**src/rtl/pe_pkg.sv**
```systemverilog
// Shared types and constants for the reversible MAC PE run control.
package pe_pkg;

    localparam int PE_DATA_NUM = 16;

    typedef enum logic [1:0] {
        IDLE  = 2'd0,
        ISSUE = 2'd1,
        DRAIN = 2'd2,
        DONE  = 2'd3
    } run_state_e;

    // Host command codes as decoded from the SPI front end.
    typedef enum logic [1:0] {
        NO_CMD    = 2'b00,
        START_CMD = 2'b01,
        WRITE_CMD = 2'b10
    } pe_cmd_e;

endpackage

```
**src/rtl/pe_sat_cnt.sv**
```systemverilog
// Saturating event counter: synchronous clear wins over increment, sticks at all-ones.
module pe_sat_cnt #(
    parameter int W = 8
) (
    input  logic         clk,
    input  logic         rst_n,
    input  logic         clr_i,
    input  logic         inc_i,
    output logic [W-1:0] cnt_o
);

    logic [W-1:0] cnt_q;
    logic [W-1:0] cnt_d;

    // Next count: clear, or add one unless already saturated.
    always_comb begin
        cnt_d = cnt_q;
        if (clr_i) begin
            cnt_d = '0;
        end else if (inc_i && (cnt_q != '1)) begin
            cnt_d = cnt_q + W'(1);
        end
    end

    // Count register.
    always_ff @(posedge clk or negedge rst_n) begin
        if (!rst_n) begin
            cnt_q <= '0;
        end else begin
            cnt_q <= cnt_d;
        end
    end

    assign cnt_o = cnt_q;

endmodule

```
**src/rtl/pe_run_ctrl.sv**
```systemverilog
// Run sequencer for the reversible MAC PE: streams operands out of the input
// buffer, tracks them through the pipeline to output-buffer writes, and counts
// reverse-check error flags while the run is active.
//
// state | meaning
// IDLE  | waiting for start; host readback allowed
// ISSUE | one input-buffer read per cycle, addresses 0..len-1
// DRAIN | all reads issued, waiting for the last write to leave the pipeline
// DONE  | single cycle, done_o pulse
module pe_run_ctrl
    import pe_pkg::*;
#(
    parameter int DATA_NUM = PE_DATA_NUM,
    parameter int ADDR_W   = $clog2(DATA_NUM),
    parameter int PIPE_LAT = 3,
    parameter int ERRCNT_W = 8
) (
    input  logic                clk,
    input  logic                rst_n,
    input  logic                start_i,
    input  logic [ADDR_W:0]     len_i,
    input  logic                abort_i,
    input  logic                err1_i,
    input  logic                err2_i,
    output logic                in_ren_o,
    output logic [ADDR_W-1:0]   in_raddr_o,
    output logic                pe_en_o,
    output logic                out_wen_o,
    output logic [ADDR_W-1:0]   out_waddr_o,
    output logic                busy_o,
    output logic                done_o,
    output logic                rd_allow_o,
    output logic [ERRCNT_W-1:0] err1_cnt_o,
    output logic [ERRCNT_W-1:0] err2_cnt_o,
    output logic                aborted_o
);

    localparam logic [ADDR_W:0] LEN_MAX = (ADDR_W + 1)'(DATA_NUM);
    localparam logic [ADDR_W:0] LEN_ONE = (ADDR_W + 1)'(1);

    run_state_e          state_q, state_d;
    logic [ADDR_W:0]     len_q, len_d;
    logic [ADDR_W-1:0]   raddr_q, raddr_d;
    logic [ADDR_W-1:0]   waddr_q, waddr_d;
    logic [PIPE_LAT-1:0] vld_q, vld_d;
    logic                aborted_q, aborted_d;

    logic            start_acc;
    logic            active;
    logic            abort_acc;
    logic            in_ren;
    logic            wen;
    logic [ADDR_W:0] len_m1;
    logic            last_rd;
    logic            last_wr;

    // Qualified controls and end-of-stream detection shared by FSM and datapath.
    always_comb begin
        start_acc = start_i && (state_q == IDLE);
        active    = (state_q == ISSUE) || (state_q == DRAIN);
        abort_acc = abort_i && active;
        in_ren    = (state_q == ISSUE);
        wen       = vld_q[PIPE_LAT-1];
        len_m1    = len_q - LEN_ONE;
        last_rd   = in_ren && ({1'b0, raddr_q} == len_m1);
        last_wr   = wen && ({1'b0, waddr_q} == len_m1);
    end

    // Next-state logic; abort takes priority over normal progress.
    always_comb begin
        state_d = state_q;
        case (state_q)
            IDLE: begin
                if (start_i) begin
                    state_d = (len_i == '0) ? DONE : ISSUE;
                end
            end
            ISSUE: begin
                if (abort_i) begin
                    state_d = IDLE;
                end else if (last_rd) begin
                    state_d = DRAIN;
                end
            end
            DRAIN: begin
                if (abort_i) begin
                    state_d = IDLE;
                end else if (last_wr) begin
                    state_d = DONE;
                end
            end
            DONE: begin
                state_d = IDLE;
            end
            default: begin
                state_d = IDLE;
            end
        endcase
    end

    // Run length, address counters, valid pipeline and abort flag.
    always_comb begin
        len_d     = len_q;
        raddr_d   = raddr_q;
        waddr_d   = waddr_q;
        aborted_d = aborted_q;
        vld_d     = (vld_q << 1) | PIPE_LAT'(in_ren);
        if (start_acc) begin
            len_d     = (len_i > LEN_MAX) ? LEN_MAX : len_i;
            raddr_d   = '0;
            waddr_d   = '0;
            aborted_d = 1'b0;
        end else begin
            if (in_ren) begin
                raddr_d = raddr_q + ADDR_W'(1);
            end
            if (wen) begin
                waddr_d = waddr_q + ADDR_W'(1);
            end
            if (abort_acc) begin
                aborted_d = 1'b1;
            end
        end
        // Operands still in flight are discarded so nothing lands in the output buffer.
        if (abort_acc) begin
            vld_d = '0;
        end
    end

    // Control registers.
    always_ff @(posedge clk or negedge rst_n) begin
        if (!rst_n) begin
            state_q   <= IDLE;
            len_q     <= '0;
            raddr_q   <= '0;
            waddr_q   <= '0;
            vld_q     <= '0;
            aborted_q <= 1'b0;
        end else begin
            state_q   <= state_d;
            len_q     <= len_d;
            raddr_q   <= raddr_d;
            waddr_q   <= waddr_d;
            vld_q     <= vld_d;
            aborted_q <= aborted_d;
        end
    end

    pe_sat_cnt #(.W(ERRCNT_W)) u_err1_cnt (
        .clk   (clk),
        .rst_n (rst_n),
        .clr_i (start_acc),
        .inc_i (err1_i && active),
        .cnt_o (err1_cnt_o)
    );

    pe_sat_cnt #(.W(ERRCNT_W)) u_err2_cnt (
        .clk   (clk),
        .rst_n (rst_n),
        .clr_i (start_acc),
        .inc_i (err2_i && active),
        .cnt_o (err2_cnt_o)
    );

    assign in_ren_o    = in_ren;
    assign in_raddr_o  = raddr_q;
    assign out_wen_o   = wen;
    assign out_waddr_o = waddr_q;
    assign busy_o      = active;
    assign pe_en_o     = active;
    assign done_o      = (state_q == DONE);
    assign rd_allow_o  = (state_q == IDLE);
    assign aborted_o   = aborted_q;

endmodule

```
**config.mk**
```make
export PLATFORM = sky130hd
export DESIGN_NAME = pe_run_ctrl
export DESIGN_NICKNAME = d
export VERILOG_FILES = /design/src/rtl/pe_pkg.sv /design/src/rtl/pe_sat_cnt.sv /design/src/rtl/pe_run_ctrl.sv
export SDC_FILE = /design/constraint.sdc
export NUM_CORES = 1
export LEC_CHECK = 0
export ABC_AREA = 0
export CORE_UTILIZATION = 30
export CTS_CLUSTER_SIZE = 40
export DETAILED_ROUTE_END_ITERATION = 10
export REMOVE_ABC_BUFFERS = 1
export SYNTH_ARGS = -nofsm -noshare
export SYNTH_HDL_FRONTEND = slang
export SYNTH_SLANG_ARGS = --single-unit
```
**constraint.sdc**
```tcl
create_clock -name clk -period 3 [get_ports clk]
set_clock_uncertainty 0.05 [all_clocks]
set_input_delay 0.3 -clock clk [delete_from_list [all_inputs] [get_ports clk]]
set_output_delay 0.3 -clock clk [all_outputs]
set_load 0.005 [all_outputs]
```
==> out/metrics.cfg <==
[setup_path]
crit_fanout=8
timing.rr.end=state_q[1]$_DFFE_PN0P_
timing.rr.start=len_q[0]$_DFFE_PN0P_
r2r_setup_slack_ns=0.88
worstRegToRegCells=7
cp.required_ns=2.65
critical_path.endpoint_type=output port
worstSetupPathType=register to output port
start_kind=register
worstSetupStartpoint=state_q[0]$_DFFE_PN0P_
arrival_ns=1.77
crit_end=pe_en_o

[synthesis]
synthCells=182
edff_count_synth=0
ys_warn_count=0
synth_ff_type=sky130_fd_sc_hd__dfrtp_1
avgSynthCellArea_um2=10.37
ys_ff_latch=35
synth_cell_types=38
ys_async_sr_fraction_pct=100.0
synth_sequential_area_ratio_pct=46.39
post_synth_instance_area_um2=1888

[cts]
cts.hold.buffers_added=0
cts.sink_count=35
clk_transition_reported_paths_ns=0.07
clock_tree.buffer_depth=2
numCtsBuffers=5
cts.repair_timing.setup_buffer_count=0
clk-insertion-delay-late_ns=0.28
cts.htree.levels=2
clk_root_buffer_cell=sky130_fd_sc_hd__clkbuf_8
tritoncts=built
postCtsResizedCells=0

[timing]
final_count_of_pins_violating_max_slew=0
finalCriticalPeriod_ns=2.121
worst_case_hold_slack_ns=0.3822
worst-slew-pin-transition_ns=0.4629
hold_viol_final=0
setup_violations=0
finalWorstSetupSlack_ns=0.8786
max_freq_ghz=0.4714
max-slew-margin-rel_pct=69.14
grt_setup_unrepaired=false
fin_setup_tns_ns=0
layout_worst_path_cycle_share_pct=70.71

[floorplan]
initial_cell_density_of_the_core_pct=31.52
die_width_um=81.33
std_cell_rows=28
core_um2=5991
die-area_um2=6615
die_h_um=81.33
io_pins=42

[pwr]
p_leak_uw=0.001082
p_per_area_nw_per_um2=847.1
irDropWorstVdd_mv=0.4596

[worst_hold_path]
min_path_type=primary input to async pin

[cells_and_area]
post-route-util_pct=41.60
register_area_um2=875.8
antennaDiodeCount=0
multi_input_comb_area_um2=959.7
syn2layout_area_growth_pct=32.01
drive_above_1_share_pct=6.114
num-fill-cells=592
nNetsFinal=248

[placed_design]
dp.final_hpwl_um=2781
placement.io_buffers=41
gp_congestion=0.7345
preCtsSetupSlack_ns=0.8798

[global_route]
grt_util_all_layers_pct=13.40
antenna_found_initial=0
grt_first_pass_wirelength_um=6610
first_global_vias=1368
overflow=0
grt_max_degree=36

[route]
ant_nets=0
via_per_inst=4.711
finalWirelength_um=3906
number_of_remaining_drc_errors=0
wire_per_inst_um=12.85
detailroute.via_count=1432
drt-initial-drc-count=79
dr.pass1.iters=4

[status]
outcome=complete, no violations

[run]
max_capacitance_violation_count=0

through the flow:
stage	total power (uW)	area, um^2	std cells
4_1_cts	2152	2492	304
2_1_floorplan	1336	1866	177
5_1_grt	2292	2492	304
6_report	2111	2492	304
3_3_place_gp	1746	2392	296
3_5_place_dp	1758	2392	296
cell type report:
class                      count  area share, %
sequential                    35          35.14
multi-input combinational    134          38.50
timing repair buffer          44          17.37
clock buffer                   8          4.016
tap                           75          3.765
inverter                       8          1.205
critical path, stage by stage, from the launching register on:
cell and delay [ns]:
sky130_fd_sc_hd__dfrtp_1 0.39, sky130_fd_sc_hd__inv_1 0.08, sky130_fd_sc_hd__ha_1 0.44, sky130_fd_sc_hd__clkdlybuf4s50_1 0.57
registers in the layout (all words and copies together), names as in the netlist:
signal,flops
in_raddr_o,4
out_waddr_o,4
u_err2_cnt.cnt_o,8
vld_q,3
state_q,2
aborted_o,1
u_err1_cnt.cnt_o,8
len_q,5
kinds of logic after synthesis:
group                    share of synthesized area (%)
AO/OA/AOI/OAI                                    9.343
XOR/XNOR                                         14.38
adder cells (fa/ha/maj)                          5.964
buffers and inverters                            2.783
flip-flops                                       46.39
multiplexers                                     2.717
AND/OR/NAND/NOR                                  18.42
cells in the mapped netlist (2+ instances only):
cell	count	area [um^2]
sky130_fd_sc_hd__dfrtp_1	35	875.8
sky130_fd_sc_hd__nand4_1	3	18.77
sky130_fd_sc_hd__o21ai_0	3	15.01
sky130_fd_sc_hd__a41oi_1	2	17.52
sky130_fd_sc_hd__clkbuf_1	4	15.01
sky130_fd_sc_hd__a21boi_0	2	15.01
sky130_fd_sc_hd__o31ai_1	2	15.01
sky130_fd_sc_hd__nor2_1	24	90.09
sky130_fd_sc_hd__and3_1	2	12.51
sky130_fd_sc_hd__a311oi_1	3	26.28
sky130_fd_sc_hd__ha_1	9	112.6
sky130_fd_sc_hd__nor2b_1	2	12.51
sky130_fd_sc_hd__inv_1	8	30.03
sky130_fd_sc_hd__mux2i_1	4	40.04
sky130_fd_sc_hd__xnor2_1	13	113.9
sky130_fd_sc_hd__xor2_1	11	96.34
sky130_fd_sc_hd__or2_1	2	12.51
sky130_fd_sc_hd__a21oi_1	5	25.02
sky130_fd_sc_hd__nand3b_1	4	30.03
sky130_fd_sc_hd__nand2_1	19	71.32
sky130_fd_sc_hd__and4_1	3	26.28
sky130_fd_sc_hd__a31oi_1	2	12.51
sky130_fd_sc_hd__nand3_1	3	15.01
sky130_fd_sc_hd__or3_1	2	12.51
sky130_fd_sc_hd__xnor3_1	2	45.04
routing by layer:
layer	share of wire, %	vias to the layer above	global-route usage (%)
li1	-	715	-
met1	49	679	18.38
met2	44	31	19.92
met3	5.2	7	3.820
met4	1.3	0	4.821
met5	0	-	0
where the power goes:
part | switching, uW | internal [uW] | total [uW] | leakage (uW)
Clock | 168 | 210 | 377 | 0.0000515
Combinational | 432 | 547 | 978 | 0.000562
Sequential | 156 | 600 | 756 | 0.000468
Total | 755 | 1360 | 2110 | 0.00108
placed cells by master (no fill, tap or decap), types with 3 or more instances in the layout:
master,Yosys,layout
sky130_fd_sc_hd__a21oi_1,5,5
sky130_fd_sc_hd__dfrtp_1,35,35
sky130_fd_sc_hd__xnor2_1,13,13
sky130_fd_sc_hd__xor2_1,11,11
sky130_fd_sc_hd__a311oi_1,3,3
sky130_fd_sc_hd__and4_1,3,3
sky130_fd_sc_hd__nand4_1,3,3
sky130_fd_sc_hd__ha_1,9,9
sky130_fd_sc_hd__nand3b_1,4,4
sky130_fd_sc_hd__o21ai_0,3,3
sky130_fd_sc_hd__buf_4,1,3
sky130_fd_sc_hd__inv_1,8,8
sky130_fd_sc_hd__mux2i_1,4,4
sky130_fd_sc_hd__clkbuf_8,0,7
sky130_fd_sc_hd__nand3_1,3,3
sky130_fd_sc_hd__nand2_1,19,19
sky130_fd_sc_hd__nor2_1,24,24
sky130_fd_sc_hd__clkdlybuf4s50_1,0,41
how the worst min path moves through the flow:
stage                           from                              end  cells past startpoint
6_report                       rst_n             len_q[3]$_DFFE_PN0P_                      2
5_1_grt                        rst_n  u_err2_cnt.cnt_o[4]$_DFFE_PN0P_                      2
4_1_cts                        rst_n             len_q[3]$_DFFE_PN0P_                      2
3_5_place_dp   aborted_o$_DFFE_PN0P_            aborted_o$_DFFE_PN0P_                      2
3_3_place_gp   aborted_o$_DFFE_PN0P_            aborted_o$_DFFE_PN0P_                      2
2_1_floorplan                  rst_n            aborted_o$_DFFE_PN0P_                      0
Note: power is estimated with default switching activity, not from simulation.
